File: config.mk
export PLATFORM = sky130hd
export DESIGN_NAME = spc_reg_bank
export DESIGN_NICKNAME = d
export VERILOG_FILES = /design/src/rtl/spc_reg_bank.sv
export SDC_FILE = /design/constraint.sdc
export NUM_CORES = 1
export LEC_CHECK = 0
export ABC_AREA = 1
export CAP_MARGIN = 15
export CORE_MARGIN = 3
export CORE_UTILIZATION = 59
export DETAILED_ROUTE_END_ITERATION = 10
export MAX_ROUTING_LAYER = met4
export PLACE_DENSITY = 0.91
export SYNTH_ARGS = -nofsm -noshare
export SYNTH_HDL_FRONTEND = slang
export SYNTH_SLANG_ARGS = --single-unit
File: constraint.sdc
create_clock -name clk -period 18 [get_ports clk]
set_input_delay 3.6 -clock clk [delete_from_list [all_inputs] [get_ports clk]]
set_output_delay 3.6 -clock clk [all_outputs]
set_load 0.005 [all_outputs]
File: src/rtl/spc_reg_bank.sv
// spc_reg_bank: parametrised special-register bank for the single-cycle computer.
//
// Holds a hardwired zero register, the stack pointer, link register, program
// counter and CPSR, plus general-purpose entries. Provides a PC sequencer, SP
// push/pop with floor/ceiling checks, masked NZCV flag updates and single-level
// exception entry/return with shadowed PC and CPSR.
//
// Register map: 0 ZR, 4 SP, 5 LR, 6 PC, 7 CPSR; every other index is general.
// CPSR layout: [DATA_W-1:DATA_W-4] = N,Z,C,V; [0] = exception mode.
//
// Ports:
//   clk, reset                 rising-edge clock, asynchronous active-high reset
//   usr_wr_en/addr/data        user write port (lowest priority on special entries)
//   usr_rd_addr, usr_rd_data   combinational user read of current state
//   pc_mode, pc_load_data      00 hold, 01 advance, 10 load, 11 hold
//   sp_op                      00 none, 01 push, 10 pop, 11 none
//   lr_wr_en, lr_wr_data       link write (beats the user port)
//   flag_wr_mask/data          per-flag NZCV update (bit3 N .. bit0 V)
//   exc_enter, exc_return      exception entry / return requests
//   pc_out, sp_out, lr_out, cpsr_out   direct register views
//   in_exception               CPSR[0]
//   stack_fault                one-cycle pulse on a rejected push/pop
//   exc_nested                 one-cycle pulse when exc_enter is ignored
module spc_reg_bank #(
    parameter int                DATA_W     = 32,
    parameter int                NUM_REGS   = 8,
    parameter int                ADDR_W     = $clog2(NUM_REGS),
    parameter logic [DATA_W-1:0] PC_RESET   = '0,
    parameter int                PC_STEP    = 4,
    parameter logic [DATA_W-1:0] SP_TOP     = DATA_W'(32'h0000_1000),
    parameter logic [DATA_W-1:0] SP_BOTTOM  = DATA_W'(32'h0000_0800),
    parameter logic [DATA_W-1:0] EXC_VECTOR = DATA_W'(32'h0000_0040)
) (
    input  logic              clk,
    input  logic              reset,
    input  logic              usr_wr_en,
    input  logic [ADDR_W-1:0] usr_wr_addr,
    input  logic [DATA_W-1:0] usr_wr_data,
    input  logic [ADDR_W-1:0] usr_rd_addr,
    output logic [DATA_W-1:0] usr_rd_data,
    input  logic [1:0]        pc_mode,
    input  logic [DATA_W-1:0] pc_load_data,
    input  logic [1:0]        sp_op,
    input  logic              lr_wr_en,
    input  logic [DATA_W-1:0] lr_wr_data,
    input  logic [3:0]        flag_wr_mask,
    input  logic [3:0]        flag_wr_data,
    input  logic              exc_enter,
    input  logic              exc_return,
    output logic [DATA_W-1:0] pc_out,
    output logic [DATA_W-1:0] sp_out,
    output logic [DATA_W-1:0] lr_out,
    output logic [DATA_W-1:0] cpsr_out,
    output logic              in_exception,
    output logic              stack_fault,
    output logic              exc_nested
);

    localparam logic [ADDR_W-1:0] IDX_ZR   = ADDR_W'(0);
    localparam logic [ADDR_W-1:0] IDX_SP   = ADDR_W'(4);
    localparam logic [ADDR_W-1:0] IDX_LR   = ADDR_W'(5);
    localparam logic [ADDR_W-1:0] IDX_PC   = ADDR_W'(6);
    localparam logic [ADDR_W-1:0] IDX_CPSR = ADDR_W'(7);

    // One extra bit so the SP bounds checks never wrap around zero or 2^DATA_W.
    localparam int                EXT_W    = DATA_W + 1;
    localparam logic [EXT_W-1:0]  SP_STEP  = EXT_W'(DATA_W / 8);
    localparam logic [DATA_W-1:0] PC_INC   = DATA_W'(PC_STEP);

    localparam logic [1:0] PC_ADVANCE = 2'b01;
    localparam logic [1:0] PC_LOAD    = 2'b10;
    localparam logic [1:0] SP_PUSH    = 2'b01;
    localparam logic [1:0] SP_POP     = 2'b10;

    logic [DATA_W-1:0] regs_q [NUM_REGS];
    logic [DATA_W-1:0] regs_d [NUM_REGS];
    logic [DATA_W-1:0] shadow_pc_q, shadow_pc_d;
    logic [DATA_W-1:0] shadow_cpsr_q, shadow_cpsr_d;
    logic              stack_fault_q, stack_fault_d;
    logic              exc_nested_q, exc_nested_d;

    logic              in_exc;
    logic              exc_take;
    logic              exc_leave;
    logic [EXT_W-1:0]  sp_ext;
    logic              push_ok;
    logic              pop_ok;
    logic [DATA_W-1:0] cpsr_flagged;

    assign in_exc    = regs_q[IDX_CPSR][0];
    assign exc_take  = exc_enter & ~in_exc;
    assign exc_leave = exc_return & in_exc;

    assign sp_ext  = {1'b0, regs_q[IDX_SP]};
    assign push_ok = sp_ext >= ({1'b0, SP_BOTTOM} + SP_STEP);
    assign pop_ok  = (sp_ext + SP_STEP) <= {1'b0, SP_TOP};

    // Current CPSR with only the masked NZCV bits replaced; N sits at the MSB.
    always_comb begin
        cpsr_flagged = regs_q[IDX_CPSR];
        for (int i = 0; i < 4; i++) begin
            if (flag_wr_mask[i]) begin
                cpsr_flagged[DATA_W-4+i] = flag_wr_data[i];
            end
        end
    end

    // Next-state: sources are applied lowest priority first so that each later
    // assignment naturally wins arbitration for its register.
    always_comb begin
        regs_d        = regs_q;
        shadow_pc_d   = shadow_pc_q;
        shadow_cpsr_d = shadow_cpsr_q;
        stack_fault_d = 1'b0;
        exc_nested_d  = exc_enter & in_exc;

        if (usr_wr_en && (usr_wr_addr != IDX_ZR)) begin
            regs_d[usr_wr_addr] = usr_wr_data;
        end

        // PC sequencer
        if (pc_mode == PC_ADVANCE) begin
            regs_d[IDX_PC] = regs_q[IDX_PC] + PC_INC;
        end else if (pc_mode == PC_LOAD) begin
            regs_d[IDX_PC] = pc_load_data;
        end
        if (exc_leave) begin
            regs_d[IDX_PC] = shadow_pc_q;
        end
        if (exc_take) begin
            regs_d[IDX_PC] = EXC_VECTOR;
        end

        // A stack op always claims SP, so a rejected op still masks a user write.
        if (sp_op == SP_PUSH) begin
            if (push_ok) begin
                regs_d[IDX_SP] = regs_q[IDX_SP] - SP_STEP[DATA_W-1:0];
            end else begin
                regs_d[IDX_SP] = regs_q[IDX_SP];
                stack_fault_d  = 1'b1;
            end
        end else if (sp_op == SP_POP) begin
            if (pop_ok) begin
                regs_d[IDX_SP] = regs_q[IDX_SP] + SP_STEP[DATA_W-1:0];
            end else begin
                regs_d[IDX_SP] = regs_q[IDX_SP];
                stack_fault_d  = 1'b1;
            end
        end

        if (lr_wr_en) begin
            regs_d[IDX_LR] = lr_wr_data;
        end

        // CPSR: flag update beats the user port, exceptions beat both
        if (flag_wr_mask != 4'b0000) begin
            regs_d[IDX_CPSR] = cpsr_flagged;
        end
        if (exc_leave) begin
            regs_d[IDX_CPSR] = shadow_cpsr_q;
        end
        if (exc_take) begin
            regs_d[IDX_CPSR]    = regs_q[IDX_CPSR] | DATA_W'(1);
            shadow_cpsr_d       = regs_q[IDX_CPSR];
            shadow_pc_d         = regs_q[IDX_PC];
        end

        regs_d[IDX_ZR] = '0;
    end

    always_ff @(posedge clk or posedge reset) begin
        if (reset) begin
            for (int i = 0; i < NUM_REGS; i++) begin
                regs_q[i] <= '0;
            end
            regs_q[IDX_PC] <= PC_RESET;
            regs_q[IDX_SP] <= SP_TOP;
            shadow_pc_q    <= '0;
            shadow_cpsr_q  <= '0;
            stack_fault_q  <= 1'b0;
            exc_nested_q   <= 1'b0;
        end else begin
            regs_q        <= regs_d;
            shadow_pc_q   <= shadow_pc_d;
            shadow_cpsr_q <= shadow_cpsr_d;
            stack_fault_q <= stack_fault_d;
            exc_nested_q  <= exc_nested_d;
        end
    end

    assign usr_rd_data  = (usr_rd_addr == IDX_ZR) ? '0 : regs_q[usr_rd_addr];
    assign pc_out       = regs_q[IDX_PC];
    assign sp_out       = regs_q[IDX_SP];
    assign lr_out       = regs_q[IDX_LR];
    assign cpsr_out     = regs_q[IDX_CPSR];
    assign in_exception = in_exc;
    assign stack_fault  = stack_fault_q;
    assign exc_nested   = exc_nested_q;

endmodule

==> reports/results.ini <==
[status]
status = complete, no violations

[final_layout]
final_area_um2 = 21100
layout_commonest_cell = nand2_1
multi_input_area_um2 = 8480
nets = 2705
most-common-layout-cells = nand2_1, o21ai_0, dfrtp_1, clkdlybuf4s50_1, nor2_1
drive_above_1_share_pct = 4.39
synthToLayoutAreaGrowth_pct = 16.3
fin_util_pct = 70.5
fillCellCount = 2444
fin_cells = 2990
final-seq-area_um2 = 7260

[detailed_routing]
drt_first_iter_violations = 2934
antenna_left = 0
drc_errors = 0
finalWirelength_um = 67300
drt_pass1_iterations = 6
vias = 19100
routedWlPerCell_um = 22.5
vias_per_cell = 6.38

[timing]
rsz0062_at_grt = no
hold_viol = 0
worst_clock_skew_ns = 0.0104
worst_slack_ns = 7.79
setup_violations = 0
tightest_slew_ns = 1.14
fin_tns_setup_ns = 0
max_freq_mhz = 98.0
max-slew-margin-rel_pct = 23.8
finalCritPeriodShare_pct = 56.7
holdWs_ns = 0.481
layout_min_cycle_time_ns = 10.21
final_max_slew_viol_count = 0

[critical_path]
path_class = input port to output pin
start_kind = input port
crit_path_end_kind = output pin
cp.required_ns = 14.40
arrival_ns = 6.61
path_max_fanout = 51

[clocking]
htreeDepth = 1
cts_tree = yes
post_cts_buffers = 0
numCtsBuffers = 31
clock-sinks = 290
clk_path_buf_depth = 3
hold_buffers = 0
root_buffer = clkbuf_16
clk_latency_ns = 0.57
post_cts_resized = 0
path_clk_slew_ns = 0.06

[place]
hpwl_um = 46900
place_ws_ns = 7.85
routabilityCongestion = 1.03
dp_cells = 2930
port_buffers = 282
placed_area_um2 = 20000

[pwr]
vdd_drop_max_v = 0.000112
power_mw = 2.83
power.leakage_nw = 9.16
p_per_area_nw_per_um2 = 134

[logic_synthesis]
synth_top_flop_cell = dfrtp_1
syn_avg_cell_area_um2 = 7.18
synth_top_area_cell = dfrtp_1
synth-edff-count = 0
netlist_area_um2 = 18200
synth_top_area_share_pct = 39.8
yosys-top-cells-area = dfrtp_1, nand2_1, o21ai_0, buf_4, nor2_1
netlist_instances = 2530
yosysSeqAreaShare_pct = 40.0
ys_ff_latch = 290
postSynth.asyncResetShare_pct = 100
ys_warn_count = 0
synthDistinctLibCells = 44
synth_nets = 2659

[grt]
grt_start_max_net_pins = 160
grt_pass1_vias = 17500
grt-ovfl-total = 0
antenna_found_initial = 1
grt_pass1_wl_um = 103000
track_usage_pct = 40.6

[die]
die_height_um = 181
initial_core_util_pct = 60.6
die_area_um2 = 32900
row_count = 63
coreArea_um2 = 30000
ios = 283
die_w_um = 181

[hold_path]
hp-class = flip-flop to flip-flop

[flow_run]
cap_violations = 0

==> where the power goes <==
group          total, mW  internal, mW  switching [mW]
combinational       1.12         0.430           0.691
clock              0.669         0.381           0.288
sequential          1.05         0.830           0.215
total               2.83          1.64            1.19
==> Yosys cell counts, types with 17 or more instances <==
cell	n
a21oi_1	150
nor3_1	25
dfrtp_1	289
o22ai_1	21
nand3_1	61
a31oi_1	37
xor2_1	20
nor2_1	207
clkbuf_1	124
o21ai_0	393
a32oi_1	34
buf_4	135
nand4_1	48
o31ai_1	17
o311ai_0	32
nand2_1	622
inv_1	195
==> kinds of logic (layout without fill, tap and decap cells) <==
kind of cell | after synthesis | count (layout) | synth area share [%]
adders and majority gates | 9 | 9 | 0.620
AOI/OAI and AO/OA | 721 | 721 | 22.6
buffers and inverters | 496 | 565 | 13.4
other | 0 | 1 | 0
and+or+nand+nor | 993 | 993 | 22.4
DFF | 290 | 290 | 40.0
xor gates and xnor gates | 21 | 21 | 1.01
==> worst paths after layout <==
path                            cells past startpoint            from  slack (ns)              to
worst min-delay path                                2     regs_q[133]        0.48     regs_q[133]
min in group asynchronous                           2           reset        3.48       sp_out[8]
max in group asynchronous                           3           reset       13.10     regs_q[207]
worst max-delay path                                8  usr_rd_addr[1]        7.79  usr_rd_data[0]
worst max register to register                     15       sp_out[2]       14.12      sp_out[24]
worst min register to register                      2     regs_q[133]        0.48     regs_q[133]
==> flip-flops by register name (all words and copies together), names as in the netlist <==
register	cells
shadow_cpsr_q	32
stack_fault	1
shadow_pc_q	32
lr_out	32
pc_out	32
sp_out	32
regs_q	96
cpsr_out	32
exc_nested	1
==> cell type report <==
| cell class | count | area share (%) |
|---|---|---|
| clock buffer | 37 | 4.02 |
| antenna | 1 | 0.0119 |
| timing repair buffer | 308 | 14.5 |
| clock inverter | 19 | 0.972 |
| sequential | 290 | 34.4 |
| multi-input combinational | 1744 | 40.2 |
| tap | 390 | 2.31 |
| inverter | 201 | 3.62 |
==> metal layers <==
layer | GRT usage [%] | routed length (um)
met1 | 54.9 | 26200
met2 | 61.7 | 30500
met3 | 5.53 | 7010
met4 | 17.7 | 3670
met5 | - | 0
==> critical path: stages <==
cell             delay, ns
clkdlybuf4s50_1       0.47
buf_4                 0.35
inv_2                 0.41
buf_4                 0.42
a21oi_1               0.22
o21ai_0               0.12
a32oi_1               0.38
clkdlybuf4s50_1       0.58
No activity file was read; power rests on OpenSTA's default activity.
